<file path="config.mk">
export PLATFORM = sky130hd
export DESIGN_NAME = zregfile_arbiter
export DESIGN_NICKNAME = d
export VERILOG_FILES = /design/src/rtl/zregfile_arbiter.sv
export SDC_FILE = /design/constraint.sdc
export NUM_CORES = 1
export LEC_CHECK = 0
export ABC_AREA = 1
export CORE_MARGIN = 2
export CORE_UTILIZATION = 30
export CTS_BUF_LIST = sky130_fd_sc_hd__clkbuf_4 sky130_fd_sc_hd__clkbuf_8 sky130_fd_sc_hd__clkbuf_16
export DETAILED_ROUTE_END_ITERATION = 16
export GPL_ROUTABILITY_DRIVEN = 0
export PLACE_DENSITY = 0.71
export SLEW_MARGIN = 20
export SYNTH_ARGS = -nofsm -noshare
export SYNTH_HDL_FRONTEND = slang
export SYNTH_SLANG_ARGS = --single-unit
</file>
<file path="constraint.sdc">
create_clock -name clk_i -period 2.8 [get_ports clk_i]
set_input_delay 0.42 -clock clk_i [delete_from_list [all_inputs] [get_ports clk_i]]
set_output_delay 0.42 -clock clk_i [all_outputs]
set_load 0.02 [all_outputs]
</file>
<file path="src/rtl/zregfile_arbiter.sv">
// zregfile_arbiter
//   Sole driver of the 4x8 CPU register file pins. Arbitrates between port A
//   (CPU core) and port B (debug/loader) round-robin and runs one transaction
//   at a time as IDLE -> ACCESS -> RESP (three cycles, never back-to-back).
// Ports
//   clk_i, rst_ni                   clock (rising edge), async active-low reset
//   a_req_i/a_we_i/a_sel_i/a_wdata_i port A request, held until a_gnt_o
//   a_gnt_o, a_rvalid_o, a_rdata_o   port A grant pulse, completion pulse, read data
//   b_*                              identical set for port B
//   rf_opcode_o/rf_sel_o/rf_in_o     register file OPCODE (1=write), REG_SEL, IN
//   rf_out_i                         register file OUT
//   busy_o                           high whenever not IDLE
module zregfile_arbiter #(
    parameter int DATA_W = 8,
    parameter int SEL_W  = 2
) (
    input  logic              clk_i,
    input  logic              rst_ni,
    input  logic              a_req_i,
    input  logic              a_we_i,
    input  logic [SEL_W-1:0]  a_sel_i,
    input  logic [DATA_W-1:0] a_wdata_i,
    output logic              a_gnt_o,
    output logic              a_rvalid_o,
    output logic [DATA_W-1:0] a_rdata_o,
    input  logic              b_req_i,
    input  logic              b_we_i,
    input  logic [SEL_W-1:0]  b_sel_i,
    input  logic [DATA_W-1:0] b_wdata_i,
    output logic              b_gnt_o,
    output logic              b_rvalid_o,
    output logic [DATA_W-1:0] b_rdata_o,
    output logic              rf_opcode_o,
    output logic [SEL_W-1:0]  rf_sel_o,
    output logic [DATA_W-1:0] rf_in_o,
    input  logic [DATA_W-1:0] rf_out_i,
    output logic              busy_o
);

    typedef enum logic [1:0] {IDLE = 2'd0, ACCESS = 2'd1, RESP = 2'd2} state_e;

    state_e              state_q, state_d;
    logic                ptr_q;      // 0: A has priority on a tie, 1: B
    logic                win_q;      // 0: A owns current transaction, 1: B
    logic                we_q;
    logic [SEL_W-1:0]    sel_q;
    logic [DATA_W-1:0]   wdata_q;
    logic [DATA_W-1:0]   a_rdata_q, b_rdata_q;

    logic                any_req;
    logic                win_b;

    assign any_req = a_req_i | b_req_i;
    // A lone requester wins outright; on a tie the pointer decides.
    assign win_b   = b_req_i & (~a_req_i | ptr_q);

    // State register
    always_ff @(posedge clk_i or negedge rst_ni) begin
        if (!rst_ni) state_q <= IDLE;
        else         state_q <= state_d;
    end

    // Next-state logic
    always_comb begin
        state_d = state_q;
        case (state_q)
            IDLE:    if (any_req) state_d = ACCESS;
            ACCESS:  state_d = RESP;
            RESP:    state_d = IDLE;
            default: state_d = IDLE;
        endcase
    end

    // Request latch and read-data capture
    always_ff @(posedge clk_i or negedge rst_ni) begin
        if (!rst_ni) begin
            ptr_q     <= 1'b0;
            win_q     <= 1'b0;
            we_q      <= 1'b0;
            sel_q     <= '0;
            wdata_q   <= '0;
            a_rdata_q <= '0;
            b_rdata_q <= '0;
        end else begin
            if (state_q == IDLE && any_req) begin
                win_q   <= win_b;
                ptr_q   <= ~win_b;
                we_q    <= win_b ? b_we_i    : a_we_i;
                sel_q   <= win_b ? b_sel_i   : a_sel_i;
                wdata_q <= win_b ? b_wdata_i : a_wdata_i;
            end
            if (state_q == ACCESS && !we_q) begin
                if (win_q) b_rdata_q <= rf_out_i;
                else       a_rdata_q <= rf_out_i;
            end
        end
    end

    // Outputs decoded from registered state; OPCODE is level-sensitive at the
    // register file, so it is only ever high for the single ACCESS cycle.
    always_comb begin
        a_gnt_o     = 1'b0;
        b_gnt_o     = 1'b0;
        a_rvalid_o  = 1'b0;
        b_rvalid_o  = 1'b0;
        rf_opcode_o = 1'b0;
        case (state_q)
            ACCESS: begin
                a_gnt_o     = ~win_q;
                b_gnt_o     = win_q;
                rf_opcode_o = we_q;
            end
            RESP: begin
                a_rvalid_o = ~win_q;
                b_rvalid_o = win_q;
            end
            default: ;
        endcase
    end

    assign rf_sel_o  = sel_q;
    assign rf_in_o   = wdata_q;
    assign a_rdata_o = a_rdata_q;
    assign b_rdata_o = b_rdata_q;
    assign busy_o    = (state_q != IDLE);

endmodule

</file>
==> results by group <==
Setup path
  – Crit path DAT: between 1.5 and 2 ns
  – Worst Setup Start Kind: flip-flop
  – Critical Path Max Stage Delay: about 0.60 ns
  – Setup crit end kind: output pin
  – Worst Path Buf+Inv: 3
  – CP max stage cell: clkdlybuf4s50_1
  – CP cell instances: inv_2, nor2_4, inv_1, nor2_1, clkdlybuf4s50_1
  – Worst r2r src: state_q[1]
  – Delay-heaviest family, CP: buffers and inverters
  – R2r endpoint: rf_in_o[3]
  – Critical Path RT: approximately 2.4 ns
  – WS Path Type: reg2out
  – R2R depth: 4
  – Max Fanout on Critical Path: 4
  – Register-to-register setup slack: 1.04 ns

Clock tree
  – Setup Buffers After CTS: 0
  – CTS tree: built
  – CTS sink cnt: 31
  – H-tree depth: 2
  – Worst skew pair latency: 0.28 ns
  – Clock buffer depth: 2
  – Hold Buf Count CTS: 0
  – Clock tree root driver cell: clkbuf_8
  – Post-CTS Resized: 0
  – Clock Pin Slew Worst Setup and Hold Paths: roughly 0.070 ns
  – CTS Buf Count: 5

Yosys
  – Yosys cell types: 18
  – Share of the synthesized area in the top cell type: between 50 and 60%
  – Asr flop ratio synth: 100%
  – Synth top cells by count: nand2_1, dfrtp_1, nand3_1
  – #FFs+latches synth: 31
  – Synth Net Count: approximately 180
  – Most frequent cell after synthesis: nand2_1
  – Syn Inst Count: between 100 and 150
  – Synth Area per Inst: 9.44 µm²
  – Largest cells by area after synthesis: dfrtp_1, nand2_1, nand3_1, o21ai_2, nand4_1
  – Synth warn: 0
  – Number of synthesized flops with an enable pin: 0
  – Dominant cell type by area after synthesis: dfrtp_1
  – Mapped Area: approximately 0.0014 mm²
  – Register area share after synthesis: between 50% and 60%
  – Ys flop type: dfrtp_1

STA
  – Final Skew: 0.00670 ns
  – Final setup vio count: 0
  – Setup_tns: 0 ns
  – Worst Tran Pin Value: 0.805 ns
  – PnR worst setup slack: between 0.6 and 0.7 ns
  – Final min period: roughly 2.1 ns
  – Worst hold margin: 0.482 ns
  – Fmax: roughly 470 MHz
  – Tcrit/Tclk final: about 76%
  – Unrepaired setup endpoints after global routing: false
  – Count of final hold-check violations: 0
  – Pins over their slew limit: 0
  – Rel. slew slack: about 46%

Floorplanning
  – Die height: ~72 µm
  – Cell Rows: 24
  – Core Area: roughly 0.0044 mm²
  – Starting Density: roughly a third
  – Die ar.: around 0.0052 mm²
  – Num ports: 66
  – Die X: 72.3 µm

Global routing
  – GRT overflow: 0
  – Initial antenna violation count: 0
  – Total Routing Usage GR: 14.4%
  – First-pass GRT wire length: 5780 µm
  – Largest net degree at the start of global routing: 32
  – Vias in the first global route: between 1000 and 1500

Detailed routing
  – Drt first pass iters: 4
  – Vias/cell: 4.70
  – Vias: about 1300
  – Initial DRC count: slightly below 70
  – DRC: 0
  – Post-route ant nets: 0
  – WL final: 3360 µm
  – Routed wire per std cell: ~13 µm

Final layout
  – # diodes: 0
  – Number of nets in the layout: 247
  – Layout cells sized above 1: approximately an eighth
  – Area Growth Syn to Fin: 56.4%

Worst hold path
  – Hold endpoint: b_rdata_o[1]
  – Worst min path class: reg2reg
  – Hold Crit Start: b_rdata_o[1]
  – Hold path cells: 2

Place
  – DP HPWL: 2500 µm
  – Setup WS pre-CTS: roughly 0.73 ns
  – Port Buf Inserts: between 60 and 70

Pwr
  – Max VDD drop: slightly below 400 µV
  – Power density over the cells: around 1200 mW/mm²
  – Pwr Total: about 2.6 mW
  – P_leak: between 0.9 and 1 nW

Flow run
  – Max_cap viols: 0

Status
  – Outcome: finished clean
==> state kept, by name, indices dropped and copies added, names as in the netlist <==
signal,count
a_rdata_o,8
b_rdata_o,8
rf_in_o,8
rf_sel_o,2
state_q,2
ptr_q,1
we_q,1
win_q,1
==> cell usage in the layout, fill, tap and decap left out <==
| master | n |
|---|---|
| buf_4 | 1 |
| bufinv_16 | 1 |
| clkbuf_8 | 6 |
| clkdlybuf4s50_1 | 65 |
| clkinv_2 | 1 |
| dfrtp_1 | 31 |
| inv_1 | 13 |
| inv_2 | 1 |
| nand2_1 | 32 |
| nand3_1 | 22 |
| nand3_4 | 2 |
| nand4_1 | 11 |
| nor2_1 | 5 |
| nor2_2 | 1 |
| nor2_4 | 1 |
| nor3_1 | 2 |
| o21ai_0 | 2 |
| o21ai_1 | 6 |
| o21ai_2 | 11 |
==> worst register-to-register path, stage by stage (launching register included) <==
cell and delay [ns]:
dfrtp_1 0.42, nor2_1 0.64, o21ai_2 0.35, nand2_1 0.14
nand3_1 0.09
==> report_power, final <==
part / internal [mW] / total [mW] / switching [mW]
Combinational: 0.585 / 1.31 / 0.724
Sequential: 0.671 / 0.807 / 0.136
Clock: 0.288 / 0.445 / 0.157
Total: 1.54 / 2.56 / 1.02
==> layout make-up <==
cell class	instances	area [µm²]
sequential	31	776
multi-input combinational	95	517
inverter	14	52.6
clock buffer	6	82.6
fill	418	2230
tap	52	65.1
timing repair buffer	66	658
clock inverter	2	35.0
==> through the flow <==
stage / util (%) / area, µm² / std cells
3_3_place_gp: 46.9 / 2070 / 258
3_5_place_dp: 46.9 / 2070 / 258
5_1_grt: 49.5 / 2190 / 266
4_1_cts: 49.5 / 2190 / 266
6_report: 49.5 / 2190 / 266
2_1_floorplan: - / 1400 / 148
==> routing by layer <==
metal	routed length, µm	vias up	track usage (%)	share of wire [%]
met5	0	-	0	0
met4	64	0	7.55	1.9
met3	199	5	2.36	5.9
met2	1600	42	22.1	48
met1	1500	577	19.5	45
li1	-	627	-	-
==> worst max-delay path by stage <==
stage,startpoint,end,cells after the start
global placement,b_req_i,rf_in_o[1],5
detailed placement,b_req_i,we_q,5
CTS,state_q[0],rf_opcode_o,5
global route,state_q[0],a_gnt_o,5
finish,state_q[0],rf_opcode_o,5
floorplan,win_q,b_rvalid_o,2
==> kinds of logic after synthesis <==
family	share of synthesized area (%)
and+or+nand+nor	27.2
DFF	55.5
buffers and inverters	7.52
AOI/OAI and AO/OA	9.76
Note: power is estimated with default switching activity, not from simulation.
